===== src/rtl/cam_pkg.sv =====
// Shared state encoding and default frame geometry for the camera frame-capture block.
package cam_pkg;

    typedef enum logic [1:0] {
        ST_IDLE    = 2'd0,
        ST_ARM     = 2'd1,
        ST_CAPTURE = 2'd2,
        ST_DONE    = 2'd3
    } cam_state_e;

    localparam int H_ACTIVE_DEF = 640;
    localparam int V_ACTIVE_DEF = 480;
    localparam int WIN_DEF      = 256;

    // Buffer address of the bottom-right window pixel; 16'hFFFF for a 256-pixel window.
    function automatic logic [15:0] last_addr(input int win);
        return {8'(win - 1), 8'(win - 1)};
    endfunction

endpackage


===== src/rtl/capture_window.sv =====
// Combinational window test: decides whether pixel (h, v) lies inside the latched
// capture window and forms its buffer address {row, col} relative to the window corner.
module capture_window
    import cam_pkg::*;
#(
    parameter int WIN = WIN_DEF
) (
    input  logic [9:0]  h,
    input  logic [8:0]  v,
    input  logic [9:0]  wx,
    input  logic [8:0]  wy,
    output logic        hit,
    output logic [15:0] addr
);

    localparam logic [10:0] WIN_H = 11'(WIN);
    localparam logic [9:0]  WIN_V = 10'(WIN);

    logic [10:0] h_end;
    logic [9:0]  v_end;

    always_comb begin
        h_end = {1'b0, wx} + WIN_H;
        v_end = {1'b0, wy} + WIN_V;
        hit   = (h >= wx) && ({1'b0, h} < h_end) && (v >= wy) && ({1'b0, v} < v_end);
        // Offsets are only meaningful modulo 256 since the window edge is at most 256.
        addr  = {v[7:0] - wy[7:0], h[7:0] - wx[7:0]};
    end

endmodule


===== src/rtl/frame_capture_ctrl.sv =====
// Camera frame-capture controller: tracks the raster position of incoming pixels and
// writes a square window of each captured frame into a buffer, single-shot or continuous.
module frame_capture_ctrl
    import cam_pkg::*;
#(
    parameter int H_ACTIVE = H_ACTIVE_DEF,
    parameter int V_ACTIVE = V_ACTIVE_DEF,
    parameter int WIN      = WIN_DEF
) (
    input  logic        clk_50,
    input  logic        rst_n,
    input  logic        pix_valid,
    input  logic [15:0] pix_data,
    input  logic        frame_start,
    input  logic        frame_done,
    input  logic        cont_mode,
    input  logic        capture_req,
    input  logic [9:0]  win_x,
    input  logic [8:0]  win_y,
    output logic        buf_we,
    output logic [15:0] buf_waddr,
    output logic [15:0] buf_wdata,
    output logic        frame_ready,
    output logic        busy,
    output logic        short_frame,
    output logic [1:0]  state_o
);

    localparam logic [9:0]  H_LAST    = 10'(H_ACTIVE - 1);
    localparam logic [8:0]  V_END     = 9'(V_ACTIVE);
    localparam logic [9:0]  WX_MAX    = 10'(H_ACTIVE - WIN);
    localparam logic [8:0]  WY_MAX    = 9'(V_ACTIVE - WIN);
    localparam logic [15:0] LAST_ADDR = last_addr(WIN);

    cam_state_e  state_q, state_d;
    logic [9:0]  h_q, h_d;
    logic [8:0]  v_q, v_d;
    logic [9:0]  wx_q, wx_d;
    logic [8:0]  wy_q, wy_d;
    logic        we_q, we_d;
    logic [15:0] waddr_q, waddr_d;
    logic [15:0] wdata_q, wdata_d;
    logic        ready_q, ready_d;
    logic        short_q, short_d;
    logic        last_wr_q, last_wr_d;

    logic        relatch;
    logic        counting;
    logic        pix_take;
    logic [9:0]  cur_h;
    logic [8:0]  cur_v;
    logic [9:0]  cur_wx;
    logic [8:0]  cur_wy;
    logic        win_hit;
    logic [15:0] win_addr;

    // A frame start (on arming, or restarting mid-capture) positions any coincident
    // pixel at (0,0) against the freshly clamped window.
    always_comb begin
        relatch  = ((state_q == ST_ARM) && frame_start) ||
                   ((state_q == ST_CAPTURE) && frame_start && !frame_done);
        counting = ((state_q == ST_ARM) && frame_start) || (state_q == ST_CAPTURE);
        cur_h    = relatch ? 10'd0 : h_q;
        cur_v    = relatch ? 9'd0 : v_q;
        cur_wx   = relatch ? ((win_x > WX_MAX) ? WX_MAX : win_x) : wx_q;
        cur_wy   = relatch ? ((win_y > WY_MAX) ? WY_MAX : win_y) : wy_q;
        pix_take = counting && pix_valid && (cur_v < V_END);
    end

    capture_window #(.WIN(WIN)) u_window (
        .h    (cur_h),
        .v    (cur_v),
        .wx   (cur_wx),
        .wy   (cur_wy),
        .hit  (win_hit),
        .addr (win_addr)
    );

    always_comb begin
        h_d  = cur_h;
        v_d  = cur_v;
        wx_d = cur_wx;
        wy_d = cur_wy;
        if (pix_take) begin
            if (cur_h == H_LAST) begin
                h_d = 10'd0;
                v_d = cur_v + 9'd1;
            end else begin
                h_d = cur_h + 10'd1;
            end
        end

        we_d    = pix_take && win_hit;
        waddr_d = we_d ? win_addr : waddr_q;
        wdata_d = we_d ? pix_data : wdata_q;

        last_wr_d = relatch ? 1'b0 : last_wr_q;
        if (we_d && (win_addr == LAST_ADDR)) begin
            last_wr_d = 1'b1;
        end
    end

    always_comb begin
        state_d = state_q;
        ready_d = 1'b0;
        short_d = short_q;
        unique case (state_q)
            ST_IDLE: begin
                if (capture_req) begin
                    short_d = 1'b0;
                end
                if (cont_mode || capture_req) begin
                    state_d = ST_ARM;
                end
            end
            ST_ARM: begin
                if (frame_start) begin
                    state_d = ST_CAPTURE;
                end
            end
            ST_CAPTURE: begin
                if (frame_done) begin
                    state_d = ST_DONE;
                    // v_d already includes a pixel arriving with frame_done.
                    ready_d = last_wr_d;
                    if (v_d != V_END) begin
                        short_d = 1'b1;
                    end
                end else if (frame_start) begin
                    short_d = 1'b1;
                end
            end
            ST_DONE: begin
                state_d = cont_mode ? ST_ARM : ST_IDLE;
            end
            default: state_d = ST_IDLE;
        endcase
    end

    always_ff @(posedge clk_50 or negedge rst_n) begin
        if (!rst_n) begin
            state_q   <= ST_IDLE;
            h_q       <= 10'd0;
            v_q       <= 9'd0;
            wx_q      <= 10'd0;
            wy_q      <= 9'd0;
            we_q      <= 1'b0;
            waddr_q   <= 16'd0;
            wdata_q   <= 16'd0;
            ready_q   <= 1'b0;
            short_q   <= 1'b0;
            last_wr_q <= 1'b0;
        end else begin
            state_q   <= state_d;
            h_q       <= h_d;
            v_q       <= v_d;
            wx_q      <= wx_d;
            wy_q      <= wy_d;
            we_q      <= we_d;
            waddr_q   <= waddr_d;
            wdata_q   <= wdata_d;
            ready_q   <= ready_d;
            short_q   <= short_d;
            last_wr_q <= last_wr_d;
        end
    end

    assign buf_we      = we_q;
    assign buf_waddr   = waddr_q;
    assign buf_wdata   = wdata_q;
    assign frame_ready = ready_q;
    assign short_frame = short_q;
    assign busy        = (state_q == ST_ARM) || (state_q == ST_CAPTURE);
    assign state_o     = state_q;

endmodule


===== config.mk =====
export PLATFORM = sky130hd
export DESIGN_NAME = frame_capture_ctrl
export DESIGN_NICKNAME = d
export VERILOG_FILES = /design/src/rtl/cam_pkg.sv /design/src/rtl/capture_window.sv /design/src/rtl/frame_capture_ctrl.sv
export SDC_FILE = /design/constraint.sdc
export NUM_CORES = 1
export LEC_CHECK = 0
export CORE_MARGIN = 2
export CORE_UTILIZATION = 48
export DETAILED_ROUTE_END_ITERATION = 10
export PLACE_DENSITY = 0.83
export SYNTH_ARGS = -nofsm -noshare
export SYNTH_HDL_FRONTEND = slang
export SYNTH_SLANG_ARGS = --single-unit

===== constraint.sdc =====
create_clock -name clk_50 -period 4.8 [get_ports clk_50]
set_input_delay 0.48 -clock clk_50 [delete_from_list [all_inputs] [get_ports clk_50]]
set_output_delay 0.48 -clock clk_50 [all_outputs]
set_load 0.005 [all_outputs]

# ---- Yosys cells after proc, flatten, opt, wreduce, memory -nomap -nowiden
# Index checks and enable logic that the tools add are counted.
# Widths: inputs -> output; s select.
dict set report word_totals {
  ramBits 0
  inputBits 42
  memories 0
  register_bits 76
  rom_bits 0
  latch_bits 0
  elab_cells 79
  out_inout_bits 38
}
dict set report op_classes {
  order_cmp 7
  reduce_logical 19
  shifts 0
  n_eq_ne 12
  addsub 6
  bitwise_logic 0
  n_mux 24
  div 0
  multipliers 0
}
# op count
set op_table {}
lappend op_table {{$mux 10} 5}
lappend op_table {{$mux 9} 5}
lappend op_table {{$eq 16x16->1 const B} 1}
lappend op_table {{$sub 8x8->8} 2}
lappend op_table {{$add 10x9->11 const B} 1}
lappend op_table {{$lt 10x11->1} 1}
lappend op_table {{$add 10x1->10 const B} 1}
lappend op_table {{$add 9x9->10 const B} 1}
lappend op_table {{$eq 10x10->1 const B} 1}
lappend op_table {{$ge 10x10->1} 1}
lappend op_table {{$gt 10x9->1 const B} 1}
lappend op_table {{$logic_and 1x1->1} 10}
lappend op_table {{$lt 9x10->1} 1}
lappend op_table {{$add 9x1->9 const B} 1}
lappend op_table {{$ge 9x9->1} 1}
lappend op_table {{$gt 9x8->1 const B} 1}
lappend op_table {{$lt 9x9->1 const B} 1}
lappend op_table {{$mux 1} 9}
lappend op_table {{$ne 9x9->1 const B} 1}
lappend op_table {{$ne 2x2->1 const B} 4}
lappend op_table {{$pmux 2 s4} 1}
lappend op_table {{$mux 2} 3}
lappend op_table {{$eq 2x2->1 const B} 2}
lappend op_table {{$logic_or 1x1->1} 4}
lappend op_table {{other kinds (9)} 9}

# ---- Logic depth before layout (Yosys ltp)
# Gate-level depths: netlist (run 1).
dict set report logic_depth {
  ltp_word 15
  ltp_mapped 21
  depth_no_buf 17
}

# ---- Hierarchy
# Synthesis (run 1) repeated with hierarchy kept, for this count alone.
dict set report hier_totals {
  cells_unflattened 423
  area_unflattened_um2 4411.7
}
# mod cells_each area_per_inst_um2 seq_area_each_um2 n_inst
set by_module_without_submodules {}
lappend by_module_without_submodules {frame_capture_ctrl 295 3497.1 1901.8 1}
lappend by_module_without_submodules {capture_window 128 914.6 0.0 1}

# ---- Worst setup path before layout (run 1)
# OpenSTA, ideal clock, no wires.
dict set report synth_timing {
  path_type {register to register}
  start {register state_q[0] (netlist: state_o[0])}
  end {register waddr_q[13] (netlist: buf_waddr[13])}
  stages_incl_launch_ff 21
  path_slack_ps 247
  n_path_buf 5
  synth_period_minus_slack_ps 4553
  setup_ps 125
  required_time_ps 4675
  t_arrival_ps 4429
  cell_sequence {dfrtp_1 -> inv_1 -> ha_1 -> and2b_2 -> o21ai_2 -> clkbuf_1 -> clkbuf_1 -> clkbuf_1 -> a22o_1 -> ha_1 -> inv_1 -> fa_1 -> a21o_1 -> a21oi_1 -> a211oi_1 -> o31ai_1 -> a2bb2oi_1 -> o211a_1 -> buf_2 -> buf_2 -> mux2_2}
}
dict set report synth_between {
  elab_chain_len 11
  word_cells_on_any_way 25
  cone_classes {3 x add/sub; 5 x order compare; 2 x eq/ne; 4 x mux; 11 x reduce/logical}
}
# item line
set synth_lines {}
lappend synth_lines {{start: declaration} frame_capture_ctrl.sv:35} ;# cam_state_e state_q, state_d;
lappend synth_lines {{start signal: assignment} frame_capture_ctrl.sv:154} ;# state_q <= state_d;
lappend synth_lines {{$eq 2x2->1} frame_capture_ctrl.sv:61} ;# ((state_q == ST_CAPTURE) && frame_start && !frame_done);
lappend synth_lines {{$logic_and 1x1->1 (2 in series)} frame_capture_ctrl.sv:61}
lappend synth_lines {{$logic_or 1x1->1 *} frame_capture_ctrl.sv:60} ;# relatch = ((state_q == ST_ARM) && frame_start) ||
lappend synth_lines {{$mux 10 *} frame_capture_ctrl.sv:65} ;# cur_wx = relatch ? ((win_x > WX_MAX) ? WX_MAX : win_x) : wx_q;
lappend synth_lines {{named net cur_wx[0]} frame_capture_ctrl.sv:52} ;# logic [9:0] cur_wx;
lappend synth_lines {{$add 10x9->11} capture_window.sv:23} ;# h_end = {1'b0, wx} + WIN_H;
lappend synth_lines {{$lt 10x11->1} capture_window.sv:25} ;# hit = (h >= wx) && ({1'b0, h} < h_end) && (v >= wy) && ({1'b0, v} < v_end);
lappend synth_lines {{$logic_and 1x1->1 * (3 in series)} capture_window.sv:25}
lappend synth_lines {{$logic_and 1x1->1 *} frame_capture_ctrl.sv:93} ;# we_d = pix_take && win_hit;
lappend synth_lines {{named net we_d} frame_capture_ctrl.sv:40} ;# logic we_q, we_d;
lappend synth_lines {{end signal: assignment} frame_capture_ctrl.sv:160} ;# waddr_q <= waddr_d;
lappend synth_lines {{end: declaration} frame_capture_ctrl.sv:41} ;# logic [15:0] waddr_q, waddr_d;
# Mark *: on every way through the listed nets, which the timed path passes. The rest lies on a longest branch.
# A chain may end at the register's enable or synchronous reset.

# ---- Final worst setup path (run 1)
dict set report layout_timing {
  start {register state_q[0] (netlist: state_o[0])}
  end {register wdata_q[12] (netlist: buf_wdata[12])}
}
dict set report layout_between {
  elab_chain_len 11
  word_cells_on_any_way 24
  cone_classes {2 x add/sub; 5 x order compare; 2 x eq/ne; 4 x mux; 11 x reduce/logical}
}
# item line
set layout_lines {}
lappend layout_lines {{$eq 2x2->1} {frame_capture_ctrl.sv:61, frame_capture_ctrl.sv:62}}
lappend layout_lines {{$logic_and 1x1->1 (2 in series)} frame_capture_ctrl.sv:61}
lappend layout_lines {{$logic_or 1x1->1} frame_capture_ctrl.sv:60}
lappend layout_lines {{$mux 10} frame_capture_ctrl.sv:65}
lappend layout_lines {{$add 10x9->11} capture_window.sv:23}
lappend layout_lines {{$lt 10x11->1} capture_window.sv:25}
lappend layout_lines {{$logic_and 1x1->1 (3 in series)} capture_window.sv:25}
lappend layout_lines {{$logic_and 1x1->1 *} frame_capture_ctrl.sv:93}
lappend layout_lines {{end signal: assignment} frame_capture_ctrl.sv:161} ;# wdata_q <= wdata_d;
lappend layout_lines {{end: declaration} frame_capture_ctrl.sv:42} ;# logic [15:0] wdata_q, wdata_d;
# Mark *: on every way between the ends. The rest lies on a longest branch, timed or not.

==> results of run 1 <==
==> worst paths after layout <==
| path | end | slack, ps | startpoint | depth (start not counted) |
|---|---|---|---|---|
| worst max-delay path | buf_wdata[12]$_DFFE_PN0P_ | 510 | state_o[0]$_DFFE_PN0P_ | 16 |
| worst min-delay path | wx_q[3]$_DFF_PN0_ | 280 | rst_n | 1 |
| worst max register to register | buf_wdata[12]$_DFFE_PN0P_ | 510 | state_o[0]$_DFFE_PN0P_ | 16 |
| worst min register to register | short_frame$_DFFE_PN0P_ | 500 | short_frame$_DFFE_PN0P_ | 1 |
| max in group asynchronous | v_q[0]$_DFF_PN0_ | 3930 | rst_n | 1 |
| min in group clk_50 | short_frame$_DFFE_PN0P_ | 500 | short_frame$_DFFE_PN0P_ | 1 |
==> worst max-delay path, cell delays in order (launching register included) <==
cell and delay (ps):
dfrtp_1 420, inv_1 140, ha_1 280, and2b_2 230, o21ai_2 90, buf_12 210
nor3_1 410, a22oi_1 180, ha_1 400, a21o_1 200, a21o_1 190, a221o_1 290
a21oi_1 140, a2bb2oi_1 170, o211a_1 200, buf_12 210, mux2_2 360
==> kinds of logic (layout without fill, tap and decap cells) <==
kind of cell             Yosys count  after routing  synth area share
AO/OA/AOI/OAI                     96             96            0.1493
adder cells (fa/ha/maj)           32             32           0.09423
XOR/XNOR                          25             25           0.04997
flip-flops                        76             76            0.4340
buffers and inverters             52            138           0.04626
AND/OR/NAND/NOR                  113            113            0.1354
multiplexers                      36             36           0.09080
==> final cells by class <==
| class | instances | area (µm²) | share of cell area |
|---|---|---|---|
| clock buffer | 11 | 141.4 | 0.02549 |
| tap | 108 | 135.1 | 0.02436 |
| timing repair buffer | 83 | 843.3 | 0.1520 |
| sequential | 76 | 1902 | 0.3429 |
| inverter | 40 | 150.1 | 0.02707 |
| multi-input combinational | 302 | 2277 | 0.4106 |
| clock inverter | 4 | 97.59 | 0.01760 |
==> cell usage after synthesis (all sizes together) (2+ instances only) <==
cell	number	area [µm²]
nor2b	2	12.51
nor2	26	97.59
a211oi	5	37.54
o21bai	4	30.03
o21a	6	45.04
inv	40	150.1
nand4	9	56.30
nand4b	2	17.52
nor4	3	18.77
ha	29	362.9
xnor2	16	140.1
xor2	9	78.83
o31ai	5	42.54
o21ai	16	83.83
clkbuf	5	18.77
and4	2	17.52
a22o	2	17.52
a21o	7	52.55
nor3	5	25.02
mux2	30	337.8
a22oi	9	67.56
nand3	7	35.03
buf	7	33.78
or4	2	15.01
nand2b	6	37.54
and3	5	31.28
a31oi	2	12.51
mux2i	6	60.06
and2	15	93.84
o22ai	2	12.51
dfrtp	76	1902
a21oi	23	118.9
o41ai	2	17.52
nand2	24	90.09
fa	2	40.04
o211ai	2	15.01
==> metrics by stage <==
step                        util  hold slack [ps]
after detailed placement  0.6027            489.5
after floorplan                -            184.4
after CTS                 0.6299            309.3
after global placement    0.6027            485.1
final                     0.6299            280.4
after global routing      0.6299            337.5
==> per-layer routing <==
layer / vias to the layer above / wire length, µm / global-route usage
met4: 0 / 315 / 0.1075
met2: 112 / 5064 / 0.3638
met1: 1709 / 4178 / 0.2511
met5: - / 0 / 0
met3: 23 / 599 / 0.05762
li1: 1700 / - / -
==> power groups by stage <==
stage	clock (mW)	sequential, mW	combinational [mW]
after floorplan	0	0.892	0.992
after global placement	0	0.896	1.46
after detailed placement	0	0.906	1.50
after CTS	0.599	0.894	1.52
after global routing	0.627	0.912	1.69
final	0.585	0.893	1.53
==> sequential cells by signal (all words and copies together), names as in the netlist <==
register,cells
wx_q,10
buf_we,1
wy_q,9
v_q,9
state_o,2
buf_waddr,16
buf_wdata,16
h_q,10
last_wr_q,1
frame_ready,1
short_frame,1
==> results.json, run 1 <==
{
  "path_max_fanout": 53,
  "tightest_slew_ps": 921.9,
  "slew_headroom": 0.3854,
  "place_ws_ps": 358.9,
  "dp.final_hpwl_um": 7659,
  "die-width_um": 99.55,
  "drt_wl_total_um": 10160,
  "postSynthCellCount": 430,
  "clockBufferDepth": 2,
  "drc": 0,
  "grt_pass1_vias": 3762,
  "yosysUniqueCellTypes": 58,
  "syn_nets": 503,
  "skew_ps": 8.294,
  "cts.sinks": 76,
  "grt_overflow_total": 0,
  "ir_drop_uv": 227.1,
  "postRouteAntennaNets": 0,
  "drive_above_1_share": 0.1027,
  "drt_iter0_drc": 188,
  "post_cts_buffers": 0,
  "cts_tree": "built",
  "setup-tns-final_ps": 0,
  "placedCellCount": 609,
  "ys.flop_type": "dfrtp_1",
  "insertion_delay_ps": 350,
  "min_period_over_period": 0.8945,
  "status": "finished clean",
  "initial_core_util": 0.4976,
  "final_common_cell": "clkdlybuf4s50_1",
  "num_vias": 3544,
  "areaGrowthSynthToFinish_pct": 26.58,
  "crit_arrival_ps": 4520,
  "viasPerCell": 5.679,
  "dr.pass1.iters": 5,
  "clkTransAtPathRegs_ps": 80,
  "sequentialPowerShare": 0.297,
  "hold_path_class": "input pin to async pin",
  "io_pins": 80,
  "rows": 34,
  "synthArstFlopShare": 1.000,
  "core_um2": 8806,
  "die_h_um": 99.55,
  "clock_power_share": 0.195,
  "hold_buffers": 0,
  "synth_area_um2": 4382,
  "nFillCells": 714,
  "setup_violations": 0,
  "end_kind": "flop",
  "power.density_nw_per_um2": 541.6,
  "clock.fmax_mhz": 232.9,
  "io_buffers": 79,
  "grt_pass1_wl_um": 16970,
  "min_period_ps": 4294,
  "cts_buffers": 9,
  "p_comb_frac": 0.508,
  "rsz0062_at_grt": "false",
  "postSynthAreaPerCell_um2": 10.19,
  "synth_edf_count": 0,
  "final_cell_mix": "78 x clkdlybuf4s50_1, 76 x dfrtp_1, 40 x inv_1",
  "dpl_cell_area_um2": 5308,
  "yosysWarnings": 0,
  "place_congestion": 0.8659,
  "antenna_cells": 0,
  "cts_resized": 0,
  "hold_violations": 0,
  "finalPower_mw": 3.004,
  "htree_levels": 3,
  "post_drt_wl_per_cell_um": 16.28,
  "seq_area_frac_synth": 0.4340,
  "layout.nets": 585,
  "die_area_um2": 9909,
  "p_leak_nw": 2.654,
  "antenna_found_initial": 0,
  "fin_cells": 624,
  "power_switching_mw": 1.121,
  "stdcell_area_um2": 5547,
  "fin_ws_ps": 506.4,
  "p_int_mw": 1.883,
  "track_usage": 0.2147,
  "p_sw_frac": 0.3731,
  "drv_cap": 0,
  "path_class": "flop to flop",
  "cts-root-buf": "clkbuf_8",
  "ys_seq_elements": 76,
  "required_ps": 5030,
  "cp-start-kind": "flop",
  "grt_max_degree": 77,
  "finalMaxSlewViolations": 0
}
Note: power is estimated with default switching activity, not from simulation.
==> run 2: changes to the inputs <==
--- a/config.mk
+++ b/config.mk
@@ -6,9 +6,11 @@
 export NUM_CORES = 1
 export LEC_CHECK = 0
 export CORE_MARGIN = 2
-export CORE_UTILIZATION = 48
+export CORE_UTILIZATION = 55
 export DETAILED_ROUTE_END_ITERATION = 10
-export PLACE_DENSITY = 0.83
+export DONT_BUFFER_PORTS = 1
+export PLACE_DENSITY = 0.79
 export SYNTH_ARGS = -nofsm -noshare
 export SYNTH_HDL_FRONTEND = slang
+export SYNTH_HIERARCHICAL = 1
 export SYNTH_SLANG_ARGS = --single-unit
==> run 2 against run 1 <==
Effect of this change: sequential power grew 2.6%; clock skew is essentially flat; register-to-register slack lost 80 ps; critical path depth is the same; clock power grew 3%; total power shrank 11%; setup slack lost 79 ps; highest routed layer unchanged.
==> results.json, run 2 <==
{
  "io_buffers": 0,
  "track_usage": 0.2306,
  "cts.sinks": 76,
  "place_ws_ps": 438.6,
  "yosysUniqueCellTypes": 60,
  "skew_ps": 8.519,
  "whs_ps": 6.188,
  "cts_buffers": 9,
  "grt_overflow_total": 0,
  "cts_tree": "built",
  "synth_edf_count": 0,
  "hold_violations": 0,
  "status": "finished clean",
  "final_cell_mix": "76 x dfrtp_1, 36 x inv_1, 36 x nand2_1",
  "viasPerCell": 5.922,
  "syn_nets": 496,
  "drt_iter0_drc": 198,
  "yosys-top-cells-count": "76 x dfrtp_1, 36 x inv_1, 36 x nand2_1, 34 x mux2_2, 29 x ha_1",
  "required_ps": 5100,
  "crit_arrival_ps": 4670,
  "clockBufferDepth": 2,
  "postSynthAreaPerCell_um2": 10.43,
  "grt_use_met1": 0.3099,
  "setup_violations": 0,
  "antenna_found_initial": 0,
  "hold_buffers": 1,
  "met2_usage": 0.3525,
  "insertion_delay_ps": 360,
  "post_drt_wl_per_cell_um": 17.47,
  "tightest_slew_ps": 571.1,
  "die-width_um": 93.56,
  "dp.final_hpwl_um": 6833,
  "io_pins": 80,
  "drv_cap": 0,
  "num_vias": 3198,
  "rrSetupSlack_ps": 430,
  "die_area_um2": 8753,
  "final_common_cell": "dfrtp_1",
  "place_congestion": 0.9386,
  "seq_area_frac_synth": 0.4311,
  "grt_pass1_wl_um": 15610,
  "ys_seq_elements": 76,
  "htree_levels": 3,
  "ys.flop_type": "dfrtp_1",
  "yosysMostFrequentCell": "dfrtp_1",
  "fin_ws_ps": 426.9,
  "multi_input_area_um2": 2337,
  "end_kind": "flop",
  "register_area_um2": 1902,
  "synth.area.top_cells": "dfrtp_1 43%, mux2_2 8.7%, ha_1 8.2%",
  "yosysWarnings": 6,
  "min_period_over_period": 0.9111,
  "nFillCells": 641,
  "drive_above_1_share": 0.1689,
  "path_max_fanout": 13,
  "cts_resized": 0,
  "grt_pass1_vias": 3229,
  "top_usage_layer": "met2",
  "rsz0062_at_grt": "false",
  "layout.nets": 506,
  "synth_area_um2": 4412,
  "synth_top_cell_by_area": "dfrtp_1",
  "postRouteAntennaNets": 0,
  "drt_wl_total_um": 9433,
  "drc": 0,
  "post_cts_buffers": 0,
  "dr.pass1.iters": 5,
  "power.density_nw_per_um2": 554.7,
  "min_period_ps": 4373,
  "synth_top_area_share": 0.4311,
  "cts-root-buf": "clkbuf_8",
  "initial_core_util": 0.5680,
  "clkTransAtPathRegs_ps": 90,
  "core_um2": 7767,
  "slew_headroom": 0.6164,
  "final_core_util": 0.6223,
  "rows": 32,
  "postSynthCellCount": 423,
  "grt_max_degree": 77,
  "ir_drop_uv": 315.2,
  "setup-tns-final_ps": 0,
  "synthArstFlopShare": 1.000,
  "p_leak_nw": 2.392,
  "die_h_um": 93.56,
  "cp-start-kind": "flop",
  "hold_path_class": "input pin to async pin",
  "areaGrowthSynthToFinish_pct": 9.558,
  "path_class": "flop to flop",
  "globalRouteMet3Util": 0.07252,
  "clock.fmax_mhz": 228.7,
  "finalMaxSlewViolations": 0,
  "antenna_cells": 0
}
## run 2: worst paths after layout
kind / start / end / depth (start not counted)
worst max-delay path: state_o[0]$_DFFE_PN0P_ / frame_ready$_DFF_PN0_ / 16
worst min-delay path: rst_n / h_q[2]$_DFF_PN0_ / 1
worst max register to register: state_o[0]$_DFFE_PN0P_ / frame_ready$_DFF_PN0_ / 16
worst min register to register: wy_q[7]$_DFF_PN0_ / wy_q[7]$_DFF_PN0_ / 2
max in group asynchronous: rst_n / buf_waddr[1]$_DFFE_PN0P_ / 1
min in group clk_50: pix_data[2] / buf_wdata[2]$_DFFE_PN0P_ / 1
## run 2: worst max-delay path: stages, from the launching register on
cell and delay (ps):
dfrtp_1 430, inv_1 140, ha_1 190, nand2b_1 110, a21o_1 360, nor3_1 490, a22o_1 290, inv_1 70
ha_1 280, nor2b_1 150, o31a_1 260, o21ai_0 320, xnor2_1 200, nand4_1 120, or4_1 500, o21ai_0 210
and3_2 200
## run 2: final cells by class
| class | instances | area share |
|---|---|---|
| repair buffers | 7 | 0.01760 |
| clock inverters | 7 | 0.02537 |
| multi-input cells | 303 | 0.4836 |
| inverters | 36 | 0.02796 |
| well taps | 102 | 0.02640 |
| flip-flops and latches | 76 | 0.3935 |
| clock buffers | 9 | 0.02563 |
## run 2: metrics by stage
step                      area [µm²]  total power, mW  std cells
after floorplan                 4412            1.790        423
after global placement          4559            2.010        523
after detailed placement        4559            2.047        523
after CTS                       4833            2.686        540
after global routing            4833            2.877        540
final                           4833            2.681        540
## run 2: per-layer routing
metal,routed length (µm),share of wire
met5,0,0
met1,4186,0.44
met3,741,0.079
met4,156,0.017
met2,4348,0.46
## run 2: cells by family after synthesis
logic type               synth area share
AO/OA/AOI/OAI                      0.1217
XOR/XNOR                          0.04963
adder cells (fa/ha/maj)           0.09132
buffers and inverters             0.03914
flip-flops                         0.4311
multiplexers                      0.09955
AND/OR/NAND/NOR                    0.1676
## run 2: power breakdown
part           internal, mW  switching (mW)
Combinational         0.514           0.647
Sequential            0.810           0.106
Clock                 0.349           0.256
Total                  1.67            1.01
